--- config.mk ---
export PLATFORM = sky130hd
export DESIGN_NAME = closest_hit_select
export DESIGN_NICKNAME = d
export VERILOG_FILES = /design/src/rtl/closest_hit_select_pkg.sv /design/src/rtl/closest_hit_select.sv
export SDC_FILE = /design/constraint.sdc
export NUM_CORES = 1
export LEC_CHECK = 0
export ABC_CLOCK_PERIOD_IN_PS = 5650
export CAP_MARGIN = 0
export CORE_AREA = 2 2 164 166
export CTS_CLUSTER_DIAMETER = 30
export DETAILED_ROUTE_END_ITERATION = 10
export DIE_AREA = 0 0 166 168
export PLACE_DENSITY = 0.72
export SLEW_MARGIN = 20
export SYNTH_ARGS = -nofsm -noshare
export SYNTH_HDL_FRONTEND = slang
export SYNTH_SLANG_ARGS = --single-unit
--- constraint.sdc ---
create_clock -name clk -period 5.65 [get_ports clk]
set_input_delay 1.13 -clock clk [delete_from_list [all_inputs] [get_ports clk]]
set_output_delay 1.13 -clock clk [all_outputs]
set_load 0.01 [all_outputs]
--- src/rtl/closest_hit_select_pkg.sv ---
// Shared types and constants for the per-ray closest-hit reduction.
// Latency: n/a (types, parameters and constants only).
// Backpressure: n/a.
package closest_hit_select_pkg;

  localparam int WIDTH  = 20;   // fixed-point word, matches the box-test unit
  localparam int Q_BITS = 12;   // fractional bits, kept for consistency only
  localparam int CNT_W  = 8;    // box counter width; up to 2^CNT_W-1 boxes per ray

  localparam logic [WIDTH-1:0] MAX = 20'h7FFFF;  // "no hit" tmin sentinel

  typedef struct packed {
    logic [WIDTH-1:0] x;
    logic [WIDTH-1:0] y;
    logic [WIDTH-1:0] z;
  } Vec3_t;

  typedef struct packed {
    Vec3_t min_pt;
    Vec3_t max_pt;
  } AABB;

  typedef struct packed {
    AABB              box;
    logic             ray_hit;
    logic [WIDTH-1:0] tmin;
    Vec3_t            normal;
  } AABB_result_t;

  typedef enum logic [1:0] {
    ST_IDLE,
    ST_COLLECT,
    ST_OUTPUT
  } chs_state_t;

  // Reset value of the running best and the answer for a ray that hit nothing.
  localparam AABB_result_t MISS_RESULT = '{box: '0, ray_hit: 1'b0, tmin: MAX, normal: '0};

endpackage

--- src/rtl/closest_hit_select.sv ---
// Purpose: keeps the nearest hitting box result of one ray, then offers it downstream.
// Latency: hit_valid one cycle after the final result (or after start when box_count=0).
// Backpressure: hit_out held while hit_ready=0; upstream cannot stall, so dropped results set overflow.
//
// Ports:
//   clk, reset        single clock, synchronous active-high reset
//   start, box_count  begin a ray expecting box_count results (accepted only when idle)
//   result_in/_valid  box-test results, one per cycle at most
//   hit_out/_valid    closest hit, valid/ready handshake with hit_ready
//   busy              not idle
//   overflow          sticky: a result arrived while not collecting
module closest_hit_select
  import closest_hit_select_pkg::*;
(
  input  logic               clk,
  input  logic               reset,
  input  logic               start,
  input  logic [CNT_W-1:0]   box_count,
  input  AABB_result_t       result_in,
  input  logic               result_valid,
  output AABB_result_t       hit_out,
  output logic               hit_valid,
  input  logic               hit_ready,
  output logic               busy,
  output logic               overflow
);

  chs_state_t       state;
  logic [CNT_W-1:0] total;
  logic [CNT_W-1:0] received;
  logic [CNT_W-1:0] received_next;
  logic             closer;

  assign received_next = received + 1'b1;

  // Strict less-than: on equal distance the earlier result stays best.
  // A result that missed never replaces best, whatever its tmin.
  assign closer = result_in.ray_hit &&
                  ($signed(result_in.tmin) < $signed(hit_out.tmin));

  always_ff @(posedge clk) begin
    if (reset) begin
      state     <= ST_IDLE;
      total     <= '0;
      received  <= '0;
      hit_out   <= MISS_RESULT;
      hit_valid <= 1'b0;
      busy      <= 1'b0;
      overflow  <= 1'b0;
    end else begin
      case (state)
        ST_IDLE: begin
          if (start) begin
            total    <= box_count;
            received <= '0;
            hit_out  <= MISS_RESULT;
            overflow <= 1'b0;
            busy     <= 1'b1;
            if (box_count == '0) begin
              state     <= ST_OUTPUT;
              hit_valid <= 1'b1;
            end else begin
              state <= ST_COLLECT;
            end
          end
        end
        ST_COLLECT: begin
          if (result_valid) begin
            received <= received_next;
            if (closer) begin
              hit_out <= result_in;
            end
            // The last result is folded in on the same edge that moves to OUTPUT.
            if (received_next == total) begin
              state     <= ST_OUTPUT;
              hit_valid <= 1'b1;
            end
          end
        end
        ST_OUTPUT: begin
          if (hit_ready) begin
            state     <= ST_IDLE;
            hit_valid <= 1'b0;
            busy      <= 1'b0;
          end
        end
        default: begin
          state     <= ST_IDLE;
          hit_valid <= 1'b0;
          busy      <= 1'b0;
        end
      endcase

      // Placed after the start-clear so a dropped result wins over the clear.
      if (result_valid && (state != ST_COLLECT)) begin
        overflow <= 1'b1;
      end
    end
  end

endmodule

==> summary.md, run 1 <==
| Metric | Value |
|---|---|
| Status | `completed` |
| Initial Util | `30.8%` |
| RSZ-0062 raised after global routing | `false` |
| Non-Filler Instances | `1472` |
| Die height | `168 um` |
| Total CTS buffers | `48` |
| CP Class | `input port to flip-flop` |
| Crit-path max FO | `87` |
| Worst hold margin | `443 ps` |
| Setup_tns | `0 ps` |
| CTS root buf | `clkbuf_16` |
| Wirelength, routed | `27100 um` |
| NetSw | `1.09 mW` |
| Critical Path Source | `result_in[71]` |
| CTS tree | `done` |
| Fmax | `273 MHz` |
| Reg2Reg Launch Point | `hit_out[71]$_SDFFE_PP1P_` |
| Syn nets | `922` |
| Reg clk slew, reported paths | `50 ps` |
| Fin area | `14100 um^2` |
| Worst R2R End | `hit_out[46]$_SDFFE_PP0P_` |
| Final hold vios | `0` |
| Max IR drop VDD | `252 uV` |
| Via count | `7653` |
| Row count | `60` |
| Most common cell after layout, fill and taps aside | `clkdlybuf4s50_1` |
| Layout Nets | `1325` |
| Max incr delay on CP | `470 ps` |
| GP Congestion | `0.808` |
| Remaining global-route overflow | `0` |
| Synth warn | `0` |
| Vias in the first global route | `7516` |
| Share of the synthesized area in the top cell type | `54.8%` |
| Antenna violations before repair | `1` |
| Post-synthesis register bit count | `222` |
| Comb power frac | `9.5%` |
| Cts repair resizes | `0` |
| Horiz. Die Dim | `166 um` |
| Slew Limit Headroom | `28.5%` |
| Switching share of power | `22.3%` |
| Internal | `3.81 mW` |
| DRT iter0 DRCs | `470` |
| Final ANT Viol Nets | `0` |
| Placed Area | `12400 um^2` |
| Setup WS post-layout | `1990 ps` |
| Critical Path End Type | `flip-flop` |
| Gr usage total | `18.1%` |
| Worst path slowest cell | `o21a_4` |
| Worst Hold Depth | `2` |
| Max Root-Sink Buffers | `3` |
| IO Count | `418` |
| Leakage power | `5.37 nW` |
| Post-synthesis cell type count | `47` |
| Setup Buffers After CTS | `0` |
| Most frequent cells in the layout | `clkdlybuf4s50_1 (417), dfxtp_1 (222), a32o_1 (181), clkbuf_16 (49), nor2_1 (24)` |
| Worst hold start | `hit_out[80]$_SDFFE_PP0P_` |
| Final HPWL DP | `18100 um` |
| Hold-fix buffer count after cts | `0` |
| Post-synth top area cell | `dfxtp_1` |
| Sink Count | `222` |
| Netlist Area Pre-Place | `8110 um^2` |
| Tmin final | `3660 ps` |
| R2r setup slk | `2690 ps` |
| CP Launch Type | `input port` |
| First-pass GRT wire length | `41400 um` |
| Crit path buffers/inverters | `2` |
| Data required time of the worst path | `6100 ps` |
| MaxCap Viol Count | `0` |
| Measured slew at the worst slew-check pin | `1070 ps` |
| Vias per cell | `5.20` |
| Crit path DAT | `4120 ps` |
| Critical-path cell list | `clkdlybuf4s50_1 -> ha_1 -> a21oi_1 -> a311oi_1 -> a2111o_1 -> a211oi_4 -> o21a_4 -> buf_12 -> a32o_1` |
| Register share of total power | `33.7%` |
| Post-synth EDFFs | `0` |
| Drt drc | `0` |
| Share of cells above drive strength 1 | `8.76%` |
| H-Tree Depth | `2` |
| # port buffers | `417` |
| Area Growth Syn to Fin | `73.8%` |
| Detailed-route wire length per cell | `18.4 um` |
| Clock Power Share | `56.8%` |
| Crit-path leading delay family | `compound AO/OA/AOI/OAI gates` |
| Worst skew pair latency | `520 ps` |
| Core footprint | `26400 um^2` |
| P per Cell Area | `348 nW/um^2` |
| Syn Area/Cell | `11.8 um^2` |
| Clock skew | `21.0 ps` |
| Seq/Total Area, Yosys | `54.8%` |
| Async SR Flop Fraction | `0%` |
| Worst Hold End | `hit_out[80]$_SDFFE_PP0P_` |
| Ranking of synthesized cells by area | `dfxtp_1 (55%), a32o_1 (22%), ha_1 (3.1%), o32a_1 (2.3%), buf_6 (1.5%)` |
| Setup-failing EPs final | `0` |
| Dpl cells | `1382` |
| Pre-CTS WS | `1500 ps` |
| Main flop type after synthesis | `dfxtp_1` |
| Pre-antenna DRT Iters | `5` |
| R2r worst-path depth | `9` |
| Gate Count Post-Synth | `688` |
| Worst hold path type | `flip-flop to flip-flop` |
| Die area | `27900 um^2` |
| Largest net degree at the start of global routing | `183` |
| Final period util | `64.9%` |
| Slew Viols, Final | `0` |
-- final cells by class --
cell class / instances / area, um^2
repair buffers: 427 / 4300
fillers: 2241 / 12200
multi-input cells: 369 / 3180
inverters: 23 / 86.3
flip-flops and latches: 222 / 4440
diodes: 1 / 2.50
clock buffers: 69 / 1430
clock inverters: 20 / 229
well taps: 341 / 427
-- synth_stat cells, types with 2 or more instances --
| master | number |
|---|---|
| buf_4 | 10 |
| nand2_1 | 15 |
| o32a_1 | 19 |
| a21oi_1 | 17 |
| dfxtp_1 | 222 |
| clkbuf_1 | 31 |
| buf_2 | 21 |
| xnor2_1 | 6 |
| a211oi_1 | 2 |
| nand3_1 | 7 |
| a22oi_1 | 2 |
| inv_1 | 23 |
| ha_1 | 20 |
| o21ai_0 | 12 |
| and2_1 | 2 |
| nand2b_1 | 4 |
| and4_1 | 3 |
| nand4_1 | 4 |
| a32o_1 | 181 |
| xor2_1 | 5 |
| mux2i_1 | 8 |
| nor4_1 | 3 |
| nor2_1 | 25 |
| nor2b_1 | 4 |
| nor3_1 | 7 |
| and3_1 | 3 |
| buf_6 | 11 |
| o21a_1 | 2 |
-- logic make-up (layout without fill, tap and decap cells) --
logic type	count (synthesis)	after routing	share of synthesized area [%]
AOI/OAI and AO/OA	248	248	28.6
DFF	222	222	54.8
buffers and inverters	97	539	6.29
and+or+nand+nor	82	82	5.07
adders and majority gates	20	20	3.08
xor gates and xnor gates	11	11	1.19
muxes	8	8	0.987
other	0	1	0
-- stage by stage --
| stage | utilization, % | total power, mW |
|---|---|---|
| after CTS | 53.5 | 4.95 |
| after detailed placement | 47.2 | 2.14 |
| after global placement | 47.2 | 2.14 |
| after floorplan | - | 1.86 |
| final | 53.5 | 4.90 |
| after global routing | 53.5 | 5.08 |
-- state kept, by name, indices dropped and copies added (netlist names) --
| register | flops |
|---|---|
| busy | 1 |
| hit_out | 201 |
| hit_valid | 1 |
| overflow | 1 |
| received | 8 |
| state | 2 |
| total | 8 |
-- power by group through the flow --
| stage | clock network, mW | logic (mW) | registers [mW] |
|---|---|---|---|
| after floorplan | 0 | 0.174 | 1.69 |
| after global placement | 0 | 0.462 | 1.68 |
| after detailed placement | 0 | 0.466 | 1.68 |
| after CTS | 2.83 | 0.469 | 1.65 |
| after global routing | 2.93 | 0.499 | 1.65 |
| final | 2.79 | 0.467 | 1.65 |
-- per-layer routing --
metal  global-route usage (%)  part of all wire [%]
met3                     6.28                   8.1
met5                        0                     0
met2                     31.1                    50
met1                     20.8                    39
met4                     7.22                   3.2
-- worst min-delay path: cells and delay by family, from the launching register on --
family / cells / cell delay [ps]
flip-flops: 1 / 300
AND/OR/NAND/NOR: 2 / 90
-- how the worst max path moves through the flow --
stage / end / slack (ps) / cells past startpoint
final: hit_out[46]$_SDFFE_PP0P_ / 1990 / 9
after detailed placement: hit_out[47]$_SDFFE_PP0P_ / 1500 / 9
after global placement: hit_out[101]$_SDFFE_PP0P_ / 1550 / 9
after CTS: hit_out[115]$_SDFFE_PP0P_ / 2030 / 9
after floorplan: hit_out[101]$_SDFFE_PP0P_ / 2440 / 10
after global routing: hit_out[83]$_SDFFE_PP0P_ / 1820 / 9
No activity file was read; power rests on OpenSTA's default activity.
==> run 2, diff against run 1 <==
Settings changed: ABC_CLOCK_PERIOD_IN_PS 5650 to 3700.
Clock period 5.65 ns to 3.7 ns, I/O delays scaled along.
==> run 2 against run 1 <==
Cell area is 1.8% higher; setup slack worse by 1300 ps; combinational power grew 54%; register-to-register slack worse by 1700 ps; largest cell class unchanged; critical endpoint is now hit_out[198]$_SDFFE_PP0P_.
==> summary.md, run 2 (synthesis gave the netlist of run 1 again) <==
| Metric | Value |
|---|---|
| Clock skew | `10.9 ps (-10.1 ps)` |
| Vias in the first global route | `7580 (+0.85%)` |
| Top Layer Used | `met4` |
| Vias per cell | `5.15 (-1.0%)` |
| Critical Path End Type | `flip-flop` |
| Comb power frac | `9.0% (-0.5 points)` |
| Final hold vios | `0 (unchanged)` |
| Pre-antenna DRT Iters | `4 (-1)` |
| Met3 wire len | `2150 um (-2.1%)` |
| First-pass GRT wire length | `41100 um (-0.75%)` |
| Tmin final | `3030 ps` |
| Drt drc | `0 (unchanged)` |
| IO Count | `418 (unchanged)` |
| Cts repair resizes | `0 (unchanged)` |
| Worst hold path type | `flip-flop to flip-flop` |
| NetSw | `1.73 mW (+59%)` |
| Register share of total power | `31.6% (-2.1 points)` |
| Via count | `7611 (-0.55%)` |
| Initial Util | `30.8% (unchanged)` |
| Remaining global-route overflow | `0 (unchanged)` |
| CP Class | `input port to flip-flop` |
| CTS root buf | `clkbuf_16` |
| Final period util | `81.9%` |
| CTS tree | `done` |
| Row count | `60 (unchanged)` |
| Largest net degree at the start of global routing | `112 (-39%)` |
| Measured slew at the worst slew-check pin | `882 ps (-190 ps)` |
| Worst Hold Depth | `2 (unchanged)` |
| Crit-path max FO | `111 (+28%)` |
| Core footprint | `26400 um^2 (unchanged)` |
| Sink Count | `222 (unchanged)` |
| M1 wire length | `10500 um (-0.66%)` |
| Area Growth Syn to Fin | `76.9%` |
| # port buffers | `417 (unchanged)` |
| Max Root-Sink Buffers | `3 (unchanged)` |
| Detailed-route wire length per cell | `18.0 um (-2.3%)` |
| Die height | `168 um (unchanged)` |
| CP Launch Type | `input port` |
| Largest Register | `hit_out` |
| Internal | `6.23 mW (+64%)` |
| Layout Nets | `1331 (+0.45%)` |
| H-Tree Depth | `2 (unchanged)` |
| Setup_tns | `0 ps (unchanged)` |
| Largest register FFs | `201 (unchanged)` |
| Overall Power | `7.97 mW (+62%)` |
| Leakage power | `5.46 nW (+1.7%)` |
| Most frequent cells in the layout | `clkdlybuf4s50_1 (417), dfxtp_1 (222), a32o_1 (181), clkbuf_16 (50), nor2_1 (24)` |
| Worst skew pair latency | `530 ps (about the same)` |
| Horiz. Die Dim | `166 um (unchanged)` |
| Clock Power Share | `59.4% (+2.6 points)` |
| DR WL met2 | `13100 um (-2.5%)` |
| Reg clk slew, reported paths | `40 ps (about the same)` |
| MaxCap Viol Count | `0 (unchanged)` |
| Gr usage total | `17.9% (-0.20 points)` |
| Slew Limit Headroom | `41.2% (+13 points)` |
| DRT iter0 DRCs | `563 (+20%)` |
| Crit path DAT | `3440 ps (-680 ps)` |
| Fmax | `330 MHz` |
| Setup Buffers After CTS | `0 (unchanged)` |
| Most common cell after layout, fill and taps aside | `clkdlybuf4s50_1` |
| Antenna violations before repair | `2 (+1)` |
| Data required time of the worst path | `4110 ps (-1990 ps)` |
| Hold-fix buffer count after cts | `0 (unchanged)` |
| RSZ-0062 raised after global routing | `false` |
| Max IR drop VDD | `457 uV (+82%)` |
| Share of cells above drive strength 1 | `9.60% (+0.83 points)` |
| Total CTS buffers | `48 (unchanged)` |
| R2r worst-path depth | `9 (unchanged)` |
| # fillers | `2214 (-1.2%)` |
| Final ANT Viol Nets | `0 (unchanged)` |
| Switching share of power | `21.8% (-0.52 points)` |
| Status | `completed` |
| Top Registers | `hit_out x201, received x8, total x8` |
| Slew Viols, Final | `0 (unchanged)` |
| GP Congestion | `0.809 (+0.16%)` |
| Setup-failing EPs final | `0 (unchanged)` |
| P per Cell Area | `555 nW/um^2 (+60%)` |
| Wirelength, routed | `26600 um (-1.8%)` |
| Die area | `27900 um^2 (unchanged)` |
| Final HPWL DP | `18400 um (+1.5%)` |
## run 2: cell types whose count changed in the layout (fill, tap and decap cells not counted), moves of 2 or more
cell and delta:
clkinvlp_4 +6, clkinv_2 -2, buf_12 +3, clkinv_4 +2
buf_4 +3, inv_6 -2, clkbuf_8 -10, bufinv_16 +8
clkbuf_1 -4
## run 2: worst max-delay path: stages
cell and delay [ps]:
clkdlybuf4s50_1 440, ha_1 340, a21oi_1 150, o21ai_0 120, a2111o_1 480, a211oi_4 310
o211ai_4 160, buf_12 240, a32o_1 350
## run 2: path summary, 6_finish.rpt
kind | from | end | slack, ps
worst max register to register | hit_out[75]$_SDFFE_PP1P_ | hit_out[198]$_SDFFE_PP0P_ | 950
worst min register to register | hit_out[80]$_SDFFE_PP0P_ | hit_out[80]$_SDFFE_PP0P_ | 440
worst max-delay path | result_in[75] | hit_out[198]$_SDFFE_PP0P_ | 670
worst min-delay path | hit_out[80]$_SDFFE_PP0P_ | hit_out[80]$_SDFFE_PP0P_ | 440
## run 2: cell type report
| cell class | count | area, um^2 | area share (%) |
|---|---|---|---|
| clock buffer | 56 | 1300 | 9.08 |
| multi-input combinational | 369 | 3180 | 22.2 |
| timing repair buffer | 433 | 4380 | 30.5 |
| sequential | 222 | 4440 | 31.0 |
| inverter | 23 | 86.3 | 0.602 |
| clock inverter | 33 | 520 | 3.63 |
| tap | 341 | 427 | 2.97 |
| antenna | 2 | 5.00 | 0.0349 |
## run 2: power by group through the flow
stage	sequential, mW	combinational (mW)	clock [mW]
after detailed placement	2.56	0.717	0
after global placement	2.56	0.712	0
after global routing	2.52	0.772	4.94
after floorplan	2.58	0.265	0
final	2.52	0.718	4.73
after CTS	2.52	0.722	4.82
## run 2: per-stage QoR
| step | std cells | util, % | setup WS, ps | cell area, um^2 | hold slack (ps) |
|---|---|---|---|---|---|
| 3_5_place_dp | 1388 | 47.5 | 192 | 12500 | 438 |
| 2_1_floorplan | 688 | - | 875 | 8110 | 458 |
| 4_1_cts | 1477 | 54.4 | 731 | 14300 | 445 |
| 5_1_grt | 1479 | 54.5 | 583 | 14400 | 465 |
| 6_report | 1479 | 54.5 | 669 | 14400 | 441 |
| 3_3_place_gp | 1388 | 47.5 | 242 | 12500 | 429 |
## run 2: metal layers
layer	vias to the layer above	GRT usage, %
met3	62	5.78
met2	343	31.3
met1	3612	20.5
li1	3594	-
met4	0	6.84
met5	-	0
==> run 3, diff against run 2 <==
Settings changed: ABC_CLOCK_PERIOD_IN_PS 3700 to 2550, CORE_AREA 2 2 164 166 to 2 2 163 165, DIE_AREA 0 0 166 168 to 0 0 165 167, PLACE_DENSITY 0.72 to 0.76.
Clock period 3.7 ns to 2.55 ns, I/O delays scaled along.
==> run 3 against run 2 <==
The run now ends with negative setup slack left; combinational power increased by 69%; clock skew increased by 2.4 ps; core utilization increased by 4.3 points; critical endpoint is now hit_out[27]$_SDFFE_PP0P_; largest power group unchanged.
==> summary.md, run 3 (synthesis gave the netlist of run 1 again) <==
| Metric | Value |
|---|---|
| Non-Filler Instances | `1523 (+3.0%)` |
| Setup-failing EPs final | `19 (+19)` |
| Final period util | `101%` |
| P per Cell Area | `756 nW/um^2 (+36%)` |
| Worst path slowest cell | `clkdlybuf4s50_1` |
| Crit-path max FO | `8 (-93%)` |
| Horiz. Die Dim | `165 um (-0.60%)` |
| Largest register FFs | `201 (unchanged)` |
| # port buffers | `417 (unchanged)` |
| Hold-fix buffer count after cts | `0 (unchanged)` |
| Worst hold margin | `280 ps (-161 ps)` |
| CTS tree | `done` |
| Dpl cells | `1408 (+1.4%)` |
| Data required time of the worst path | `2960 ps (-1150 ps)` |
| Final hold vios | `0 (unchanged)` |
| Violated checks | `negative setup slack` |
| DRT iter0 DRCs | `622 (+10%)` |
| Reg clk slew, reported paths | `50 ps (about the same)` |
| Worst skew pair latency | `530 ps (about the same)` |
| Util after Layout | `58.8% (+4.3 points)` |
| GP Congestion | `0.820 (+1.4%)` |
| Row count | `59 (-1.7%)` |
| Status | `finished, violations left` |
| Top Registers | `hit_out x201, received x8, total x8` |
| Die height | `167 um (-0.60%)` |
| Slew Viols, Final | `0 (unchanged)` |
| # fillers | `2034 (-8.1%)` |
| CTS root buf | `clkbuf_16` |
| Antenna violations before repair | `5 (+3)` |
| MaxCap Viol Count | `0 (unchanged)` |
| Gr usage total | `19.4% (+1.4 points)` |
| Fin area | `15100 um^2 (+5.5%)` |
| Vias in the first global route | `7941 (+4.8%)` |
| Vias per cell | `5.29 (+2.8%)` |
| Wirelength, routed | `30400 um (+14%)` |
| Area Growth Syn to Fin | `86.6%` |
| Core footprint | `25800 um^2 (-2.2%)` |
| Critical Path End Type | `flip-flop` |
| Final HPWL DP | `19200 um (+4.1%)` |
| Crit path DAT | `2990 ps (-450 ps)` |
| Initial Util | `31.5% (+0.70 points)` |
| Setup WS post-layout | `-25.9 ps (-695 ps)` |
| CP Launch Type | `input port` |
| Detailed-route wire length per cell | `19.9 um (+11%)` |
| Most common cell after layout, fill and taps aside | `clkdlybuf4s50_1` |
| RSZ-0062 raised after global routing | `true` |
| Final ANT Viol Nets | `0 (unchanged)` |
| Clock skew | `13.2 ps (+2.35 ps)` |
| Layout Nets | `1377 (+3.5%)` |
| Worst hold path type | `input port to flip-flop` |
| Max Root-Sink Buffers | `3 (unchanged)` |
| Max IR drop VDD | `714 uV (+56%)` |
| CP Class | `input port to flip-flop` |
| Drt drc | `0 (unchanged)` |
| Overall Power | `11.4 mW (+44%)` |
| First-pass GRT wire length | `42800 um (+4.2%)` |
| Most frequent cells in the layout | `clkdlybuf4s50_1 (404), dfxtp_1 (209), a32o_1 (179), clkbuf_16 (56), buf_4 (35)` |
| Largest net degree at the start of global routing | `85 (-24%)` |
| Remaining global-route overflow | `0 (unchanged)` |
| Largest Register | `hit_out` |
| IO Count | `418 (unchanged)` |
| Pre-antenna DRT Iters | `5 (+1)` |
| Die area | `27600 um^2 (-1.2%)` |
| Leakage power | `5.86 nW (+7.4%)` |
| Max incr delay on CP | `440 ps (-40 ps)` |
| Fmax | `388 MHz` |
| H-Tree Depth | `2 (unchanged)` |
| Crit-path most repeated cell | `clkbuf_16` |
| Slew Limit Headroom | `71.1% (+30 points)` |
| Total CTS buffers | `48 (unchanged)` |
| Critical-path cell list | `clkdlybuf4s50_1 -> ha_1 -> nand4_1 -> a311oi_1 -> a2111o_1 -> a211oi_4 -> buf_4 -> o211ai_4 -> clkbuf_16 -> clkbuf_16 -> a32o_1` |
| Sink Count | `222 (unchanged)` |
| Tmin final | `2580 ps` |
| Placed Area | `12800 um^2 (+2.1%)` |
| Measured slew at the worst slew-check pin | `430 ps (-452 ps)` |
| Via count | `8055 (+5.8%)` |
| Share of cells above drive strength 1 | `16.0% (+6.4 points)` |
==> run 3: per-stage QoR <==
stage	TNS [ps]	setup slack, ps
after floorplan	0	4.59
final	-158	-25.9
after CTS	-32.8	-14.9
after global routing	-1850	-65.9
after detailed placement	-117290	-636
after global placement	-112910	-608
==> run 3: critical path: cells and delay by family <==
family | cells | cell delay (ps)
AND/OR/NAND/NOR | 1 | 120
buffers and inverters | 4 | 990
adder cells (fa/ha/maj) | 1 | 320
AO/OA/AOI/OAI | 5 | 1030
==> run 3: layer usage <==
metal	track usage [%]	vias to the layer above	part of all wire, %	wire [um]
li1	-	3698	-	-
met3	6.70	65	9.0	2730
met4	8.54	0	3.1	948
met5	0	-	0	0
met1	20.8	3909	37	11300
met2	34.1	383	51	15400
==> run 3: cell type report <==
cell class | count | area [um^2] | share of cell area [%]
repair buffers | 479 | 5050 | 33.4
multi-input cells | 369 | 3340 | 22.1
well taps | 335 | 419 | 2.77
clock buffers | 57 | 1290 | 8.56
flip-flops and latches | 222 | 4460 | 29.5
clock inverters | 33 | 467 | 3.08
diodes | 5 | 12.5 | 0.0827
inverters | 23 | 86.3 | 0.570
==> run 3: final timing paths <==
check        slack, ps  cells after the start                      from                        to
max                -30                     11             result_in[69]  hit_out[27]$_SDFFE_PP0P_
min                280                      2             result_in[74]  hit_out[74]$_SDFFE_PP1P_
max reg2reg          0                     11  hit_out[69]$_SDFFE_PP1P_  hit_out[27]$_SDFFE_PP0P_
min reg2reg        440                      2  hit_out[80]$_SDFFE_PP0P_  hit_out[80]$_SDFFE_PP0P_
==> run 3: where the power goes <==
| part | internal (mW) | leakage (nW) | switching, mW |
|---|---|---|---|
| Clock | 4.56 | 0.844 | 2.02 |
| Combinational | 0.700 | 3.23 | 0.512 |
| Sequential | 3.59 | 1.79 | 0.0708 |
==> run 3: repair_timing <==
| action | CTS | global route |
|---|---|---|
| pin swaps | 5 | 113 |
| setup buffers | 7 | 3 |
| gates resized for setup | 23 | 37 |
| gates cloned | 3 | 9 |
| setup endpoints to repair | 178 | 200 |
